### src/rtl/pp_reduce_pipe.sv
// 17-row partial-product reduction tree in an elastic valid/ready pipeline, with a tag sideband.
// Define PP_REDUCE_CPA_EN to add out_prod, the carry-propagate sum computed in one extra registered tail stage.

module pp_reduce_c42 #(
  parameter int W = 64
) (
  input  logic [W-1:0] a,
  input  logic [W-1:0] b,
  input  logic [W-1:0] c,
  input  logic [W-1:0] d,
  output logic [W-1:0] sum,
  output logic [W-1:0] carry
);
  logic [W-1:0] s1;
  logic [W-1:0] cin;

  assign cin[0] = 1'b0;
  for (genvar i = 0; i < W; i++) begin : g_bit
    assign s1[i]    = a[i] ^ b[i] ^ c[i];
    assign sum[i]   = s1[i] ^ d[i] ^ cin[i];
    assign carry[i] = (s1[i] & d[i]) | (s1[i] & cin[i]) | (d[i] & cin[i]);
    // The cout of the MSB has weight 2^W and drops out of the modulo result.
    if (i < W-1) begin : g_cout
      assign cin[i+1] = (a[i] & b[i]) | (a[i] & c[i]) | (b[i] & c[i]);
    end
  end
endmodule

module pp_reduce_stage #(
  parameter int DW = 8,
  parameter bit EN = 1'b1
) (
  input  logic          clk,
  input  logic          rst,
  input  logic          vi,
  input  logic [DW-1:0] di,
  input  logic          rdy_nxt,
  output logic          vo,
  output logic [DW-1:0] dq,
  output logic          rdy
);
  if (EN) begin : g_reg
    logic          v_q;
    logic [DW-1:0] d_q;
    always_ff @(posedge clk) begin
      if (rst) begin
        v_q <= 1'b0;
        d_q <= '0;
      end else if (rdy) begin
        v_q <= vi;
        if (vi) d_q <= di;
      end
    end
    // A bubble accepts new data even while downstream is stalled.
    assign rdy = !v_q || rdy_nxt;
    assign vo  = v_q;
    assign dq  = d_q;
  end else begin : g_wire
    logic unused_clk_rst;
    assign unused_clk_rst = clk ^ rst;
    assign rdy = rdy_nxt;
    assign vo  = vi;
    assign dq  = di;
  end
endmodule

module pp_reduce_pipe #(
  parameter int         W         = 64,
  parameter int         TAG_W     = 4,
  parameter logic [3:0] PIPE_MASK = 4'b0101
) (
  input  logic             clk,
  input  logic             rst,
  input  logic             in_valid,
  output logic             in_ready,
  input  logic [17*W-1:0]  in_pp,
  input  logic [TAG_W-1:0] in_tag,
  output logic             out_valid,
  input  logic             out_ready,
  output logic [W-1:0]     out_sum,
  output logic [W-1:0]     out_carry,
  output logic [TAG_W-1:0] out_tag
`ifdef PP_REDUCE_CPA_EN
  ,
  output logic [W-1:0]     out_prod
`endif
);
  localparam int DW0 = TAG_W + 9*W;
  localparam int DW1 = TAG_W + 8*W;
  localparam int DW2 = TAG_W + 4*W;
  localparam int DW3 = TAG_W + 2*W;

  // Carry rows are kept unshifted (weight <<1) and shifted where consumed.
  logic [8:0][W-1:0] l0_o, l1_i;
  logic [7:0][W-1:0] l1_o, l2_i;
  logic [3:0][W-1:0] l2_o, l3_i;
  logic [1:0][W-1:0] l3_o, fin;
  logic [TAG_W-1:0]  t1, t2, t3, t4;
  logic              v1, v2, v3, v4;
  logic              r1, r2, r3, r4;
  logic [DW0-1:0]    q0;
  logic [DW1-1:0]    q1;
  logic [DW2-1:0]    q2;
  logic [DW3-1:0]    q3;

  // Level 0: four 4:2 groups over P0..P15, P16 rides along.
  for (genvar j = 0; j < 4; j++) begin : g_l0
    pp_reduce_c42 #(.W(W)) u_c42 (
      .a(in_pp[(4*j)*W +: W]), .b(in_pp[(4*j+1)*W +: W]),
      .c(in_pp[(4*j+2)*W +: W]), .d(in_pp[(4*j+3)*W +: W]),
      .sum(l0_o[2*j]), .carry(l0_o[2*j+1])
    );
  end
  assign l0_o[8] = in_pp[16*W +: W];

  pp_reduce_stage #(.DW(DW0), .EN(PIPE_MASK[0])) u_s0 (
    .clk(clk), .rst(rst), .vi(in_valid), .di({in_tag, l0_o}),
    .rdy_nxt(r1), .vo(v1), .dq(q0), .rdy(in_ready)
  );
  assign {t1, l1_i} = q0;

  // Level 1: 3:2 merge of P16 into the first group's pair.
  logic [W-1:0] m_x, m_y, m_z;
  assign m_x = l1_i[0];
  assign m_y = l1_i[1] << 1;
  assign m_z = l1_i[8];
  assign l1_o[0]   = m_x ^ m_y ^ m_z;
  assign l1_o[1]   = (m_x & m_y) | (m_x & m_z) | (m_y & m_z);
  assign l1_o[7:2] = l1_i[7:2];

  pp_reduce_stage #(.DW(DW1), .EN(PIPE_MASK[1])) u_s1 (
    .clk(clk), .rst(rst), .vi(v1), .di({t1, l1_o}),
    .rdy_nxt(r2), .vo(v2), .dq(q1), .rdy(r1)
  );
  assign {t2, l2_i} = q1;

  // Level 2: two 4:2 cells.
  for (genvar j = 0; j < 2; j++) begin : g_l2
    pp_reduce_c42 #(.W(W)) u_c42 (
      .a(l2_i[4*j]), .b(l2_i[4*j+1] << 1), .c(l2_i[4*j+2]), .d(l2_i[4*j+3] << 1),
      .sum(l2_o[2*j]), .carry(l2_o[2*j+1])
    );
  end

  pp_reduce_stage #(.DW(DW2), .EN(PIPE_MASK[2])) u_s2 (
    .clk(clk), .rst(rst), .vi(v2), .di({t2, l2_o}),
    .rdy_nxt(r3), .vo(v3), .dq(q2), .rdy(r2)
  );
  assign {t3, l3_i} = q2;

  // Level 3: final 4:2.
  pp_reduce_c42 #(.W(W)) u_l3 (
    .a(l3_i[0]), .b(l3_i[1] << 1), .c(l3_i[2]), .d(l3_i[3] << 1),
    .sum(l3_o[0]), .carry(l3_o[1])
  );

  pp_reduce_stage #(.DW(DW3), .EN(PIPE_MASK[3])) u_s3 (
    .clk(clk), .rst(rst), .vi(v3), .di({t3, l3_o}),
    .rdy_nxt(r4), .vo(v4), .dq(q3), .rdy(r3)
  );
  assign {t4, fin} = q3;

`ifdef PP_REDUCE_CPA_EN
  logic [W-1:0]             prod_i;
  logic [TAG_W+3*W-1:0]     qc;
  assign prod_i = fin[0] + (fin[1] << 1);

  pp_reduce_stage #(.DW(TAG_W+3*W), .EN(1'b1)) u_cpa (
    .clk(clk), .rst(rst), .vi(v4), .di({t4, prod_i, fin[1], fin[0]}),
    .rdy_nxt(out_ready), .vo(out_valid), .dq(qc), .rdy(r4)
  );
  assign {out_tag, out_prod, out_carry, out_sum} = qc;
`else
  assign r4        = out_ready;
  assign out_valid = v4;
  assign out_sum   = fin[0];
  assign out_carry = fin[1];
  assign out_tag   = t4;
`endif
endmodule
### config.mk
export PLATFORM = sky130hd
export DESIGN_NAME = pp_reduce_pipe
export DESIGN_NICKNAME = d
export VERILOG_FILES = /design/src/rtl/pp_reduce_pipe.sv
export SDC_FILE = /design/constraint.sdc
export NUM_CORES = 2
export LEC_CHECK = 0
export BUFFER_PORTS_ARGS = -buffer_cell sky130_fd_sc_hd__clkbuf_2
export CAP_MARGIN = 20
export CORE_AREA = 8 8 473 475
export DETAILED_ROUTE_END_ITERATION = 8
export DIE_AREA = 0 0 481 483
export GPL_TIMING_DRIVEN = 1
export REMOVE_ABC_BUFFERS = 1
export SETUP_SLACK_MARGIN = 0.2
export SLEW_MARGIN = 5
export SYNTH_ARGS = -nofsm -noshare
export SYNTH_HDL_FRONTEND = slang
export SYNTH_SLANG_ARGS = --single-unit
### constraint.sdc
create_clock -name clk -period 2.6 [get_ports clk]
set_input_delay 0.39 -clock clk [delete_from_list [all_inputs] [get_ports clk]]
set_output_delay 0.39 -clock clk [all_outputs]
set_load 0.05 [all_outputs]
Word-level counts from Yosys, hierarchy flattened
Index checks and enable logic that the tools add are counted.
{"block": "word_totals", "register_bits": 840, "output_inout_bits": 134}
{"block": "classes", "reduce_logical": 6, "bitwise": 6178}
{"operator": "$and 1x1->1", "n": 2640}
{"operator": "$xor 1x1->1", "n": 1777}
{"operator": "$or 1x1->1", "n": 1754}
{"operator": "$and 63x63->63", "n": 3}
{"operator": "$xor 64x64->64", "n": 2}
{"operator": "$or 63x63->63", "n": 2}
{"operator": "$reduce_and 2->1", "n": 2}
{"operator": "$logic_not 1->1", "n": 2}
{"operator": "$logic_or 1x1->1", "n": 2}

Logic depth before layout (Yosys ltp)
{"block": "depth", "depth_word": 9, "ltp_mapped": 7, "mapped_depth_nobuf": 6}

Cells and area by module
From an unflattened synthesis, not the netlist that was laid out.
{"block": "hier_totals", "cells_unflattened": 5449, "hier_area_um2": 60979.7}
{"module": "pp_reduce_stage (u_s0)", "seq_area_each_um2": 11631.2, "n_inst": 1, "area_each_um2": 24897.6, "cells_per_inst": 2647}
{"module": "pp_reduce_c42", "seq_area_each_um2": 0.0, "n_inst": 7, "area_each_um2": 2558.7, "cells_per_inst": 128}
{"module": "pp_reduce_stage (u_s2)", "seq_area_each_um2": 5225.0, "n_inst": 1, "area_each_um2": 11999.0, "cells_per_inst": 1189}
{"module": "pp_reduce_stage (u_s1)", "seq_area_each_um2": 0.0, "n_inst": 1, "area_each_um2": 3888.7, "cells_per_inst": 518}
{"module": "pp_reduce_pipe", "seq_area_each_um2": 0.0, "n_inst": 1, "area_each_um2": 1277.5, "cells_per_inst": 65}
{"module": "pp_reduce_stage (u_s3)", "seq_area_each_um2": 0.0, "n_inst": 1, "area_each_um2": 1006.0, "cells_per_inst": 134}

Worst setup path before layout
No wires, ideal clock.
{"block": "synth_path", "path_type": "register to output", "startpoint": "register u_s2.g_reg.d_q[2], in the netlist u_s2.dq[2]", "endpoint": "output port out_sum[2]", "stages_incl_launch_ff": 5, "n_path_buf": 0, "path_slack_ns": 0.508, "t_arrival_ns": 1.702, "required_time_ns": 2.210, "cell_sequence": "dfxtp_1 inv_1 fa_1 inv_1 fa_1"}
{"block": "synth_between", "elab_chain_cells": 4}
{"element": "from (decl)", "line_no": "44", "source": "logic [DW-1:0] d_q;"}
{"element": "from (signal assigned)", "line_no": "51", "source": "if (vi) d_q <= di;"}
{"element": "$xor 1x1->1 (2 in a row)", "line_no": "19", "source": "assign s1[i] = a[i] ^ b[i] ^ c[i];"}
{"element": "$xor 1x1->1 (2 in a row)", "line_no": "20", "source": "assign sum[i] = s1[i] ^ d[i] ^ cin[i];"}
{"element": "to (decl)", "line_no": "80", "source": "output logic [W-1:0] out_sum,"}
Every way passes these cells.

Final worst setup path
{"block": "layout_path", "startpoint": "register u_s2.g_reg.d_q[88], in the netlist u_s2.dq[88]", "endpoint": "output port out_sum[25]"}
The elaborated chain is that of the path after synthesis.

==> summary.txt <==
Setup path
  • Worst Path Required: 2210 ps
  • Crit path arrival time: 2490 ps
  • Slowest-stage cell, CP: fa_2
  • Startpoint Class: register
  • Crit Path Class: reg2out
  • Crit path max fanout: 2
  • Crit-path max cell delay: 670 ps
  • CP Cell Sequence: buf_12 > fa_2 > fa_1 > buf_8
  • Critical Path End Type: output port

Routing
  • 1st-pass router iterations: 7
  • DRT antenna net count: 0
  • Via density: 4.70
  • Drt wl/cell: 26.1 um
  • DRT iter0 DRCs: 2731
  • Vias: 41401
  • DRC: 0
  • Total routed wirelength: 230000 um

Clock network
  • CTS tree: done
  • Cts bufs inserted: 102
  • H-tree Lvls: 3
  • Clock tree sinks: 834
  • Clk buf depth: 3
  • Clk pin slew, worst setup/hold paths: 60 ps
  • CTS root buf: clkbuf_16
  • Worst-Skew Late Latency: 720 ps

Floorplan
  • Core Area: 216000 um^2
  • I/O Pins: 1230
  • Number of core rows: 171
  • Die width: 481 um
  • Die H: 483 um
  • Initial Utilization: 0.233
  • Die ar.: 232000 um^2

Timing
  • Fin. Hold Viols: 0
  • Worst-Margin Slew: 993 ps
  • Slack of the critical path: -278 ps
  • Final setup viols: 67
  • Worst hold slack: 95.0 ps
  • Clk_skew: 24.3 ps
  • Tcrit/Tclk final: 1.11
  • Post-layout minimum cycle time: 2880 ps
  • RSZ-0062 raised after global routing: yes
  • Slew Viols, Final: 0
  • Peak Freq: 347 MHz
  • Rel. slew slack: 0.338

GRT
  • First-pass GRT wire length: 327000 um
  • Vias in the first global route: 45279
  • Initial antenna violation count: 51
  • Largest net degree at the start of global routing: 111
  • Total gr overflow: 0
  • Total GRT Usage: 0.192

Pwr
  • PD cells: 662 nW/um^2
  • Power Total: 0.0437 W
  • Maximum VDD drop: 0.000468 V
  • Leak Pwr: 26.5 nW

Yosys
  • Syn Area/Cell: 10.5 um^2
  • FFs w/ async S/R, synth: 0
  • Post-Syn Instances: 4780
  • Yosys warning count: 0
  • Mapped cell area: 50400 um^2
  • Synth Flop Type: dfxtp_1
  • Seq/Total Area, Yosys: 0.331
  • Cell variety after synth: 24
  • Synth Register Bits: 834
  • Post-synth EDFFs: 0

Final layout
  • Share of layout cells above drive strength 1: 0.301
  • Multi-input logic area: 31900 um^2
  • Filler cell count: 22359
  • Sequential Area: 16900 um^2
  • Fin cells: 8817
  • Synthesis-to-layout area growth: 31.2%
  • Final core utilization: 0.306
  • Nets: 7895

Hold path
  • Min-Delay Path Class: in2reg

Place
  • Inst Count DP: 8524
  • Pre-CTS WS: -440 ps
  • Placer Congestion: 0.996
  • Detailed placement HPWL: 185000 um
  • Number of port buffers: 1228

Job
  • Max-Cap Viols: 0

Outcome
  • Outcome: finished with violations
  • Failing checks: setup timing
## per-stage QoR
stage / instance area, um^2 / TNS [ps]
after CTS: 65800 / -20160
after global routing: 66100 / -14610
after global placement: 59600 / -463
after detailed placement: 59600 / -440
after floorplan: 48400 / -
final: 66100 / -6990
## power by group
part           total [W]  internal [W]  switching [W]
clock             0.0149       0.00874        0.00616
combinational     0.0138       0.00604        0.00780
sequential        0.0150        0.0140       0.000941
total             0.0437        0.0288         0.0149
## routing by layer
layer | routed length [um] | up-vias | GRT usage
met5 | 169 | - | 0
met4 | 8930 | 28 | 0.0731
met3 | 13600 | 262 | 0.0376
met2 | 123000 | 1545 | 0.359
met1 | 84200 | 20806 | 0.213
li1 | - | 18760 | -
## cell usage after synthesis (6+ instances only)
master / count / share of area
fa_1: 933 / 0.37
dfxtp_1: 834 / 0.33
a21oi_1: 828 / 0.082
nand3_1: 826 / 0.082
o21ai_0: 586 / 0.058
clkbuf_1: 273 / 0.020
o21ai_1: 252 / 0.025
buf_2: 150 / 0.015
buf_1: 23 / 0.0017
buf_4: 18 / 0.0027
xnor2_1: 13 / 0.0023
ha_1: 10 / 0.0025
inv_1: 10 / 0.00075
xnor3_1: 7 / 0.0031
nor2b_1: 6 / 0.00075
## sequential cells by signal (all words and copies together) (netlist names)
| register | cells |
|---|---|
| u_s0.vo | 1 |
| u_s2.dq | 256 |
| u_s0.dq | 576 |
| u_s2.vo | 1 |
## path summary, 6_finish.rpt
| check | from | end | slack (ps) | depth (start not counted) |
|---|---|---|---|---|
| worst max-delay path | u_s2.dq[88] | out_sum[25] | -280 | 4 |
| worst min-delay path | in_pp[1065] | u_s0.dq[553] | 90 | 3 |
| worst max register to register | u_s0.dq[45] | u_s2.dq[45] | 280 | 5 |
| worst min register to register | u_s0.dq[578] | u_s2.dq[258] | 470 | 2 |
## layout by cell type (no fill, tap or decap), drive strengths merged
master / instances
o21ai: 838
dlygate4sd3: 67
conb: 1
clkbuf: 1284
bufinv: 8
inv: 29
or3: 2
and3b: 1
dfxtp: 834
buf: 225
ha: 10
xnor2: 13
and2b: 2
clkinv: 22
xnor3: 7
a21oi: 828
nand3: 826
nand2b: 1
fa: 933
diode: 19
clkinvlp: 6
xor2: 1
nor2b: 6
## critical path, delay by kind of cell, from the launching register on
kind                     cells  cell delay (ps)
adder cells (fa/ha/maj)      2             1150
buffers and inverters        2              280
flip-flops                   1              320
## logic make-up after synthesis
family | count (synthesis) | synth area share
AO/OA/AOI/OAI | 1666 | 0.165
AND/OR/NAND/NOR | 837 | 0.0835
flip-flops | 834 | 0.331
adder cells (fa/ha/maj) | 943 | 0.373
other | 1 | 0.0000744
buffers and inverters | 478 | 0.0409
XOR/XNOR | 21 | 0.00556
## cell type report
cell class,instances,area share
Timing Repair inverter,3,0.000398
Multi-Input combinational cell,3469,0.483
Tap cell,2854,0.0540
Sequential cell,834,0.256
Timing Repair Buffer,1433,0.152
Clock inverter,49,0.00848
Clock buffer,143,0.0444
Antenna cell,19,0.000719
Inverter,13,0.00121
## what timing repair did
action,4_1_cts,5_1_grt
setup buffers,8,2
hold buffers,67,0
hold endpoints to repair,68,0
setup endpoints to repair,127,146
gates cloned,4,1
pin swaps,38,44
resized for setup,476,150
(Power assumes the default switching activity.)
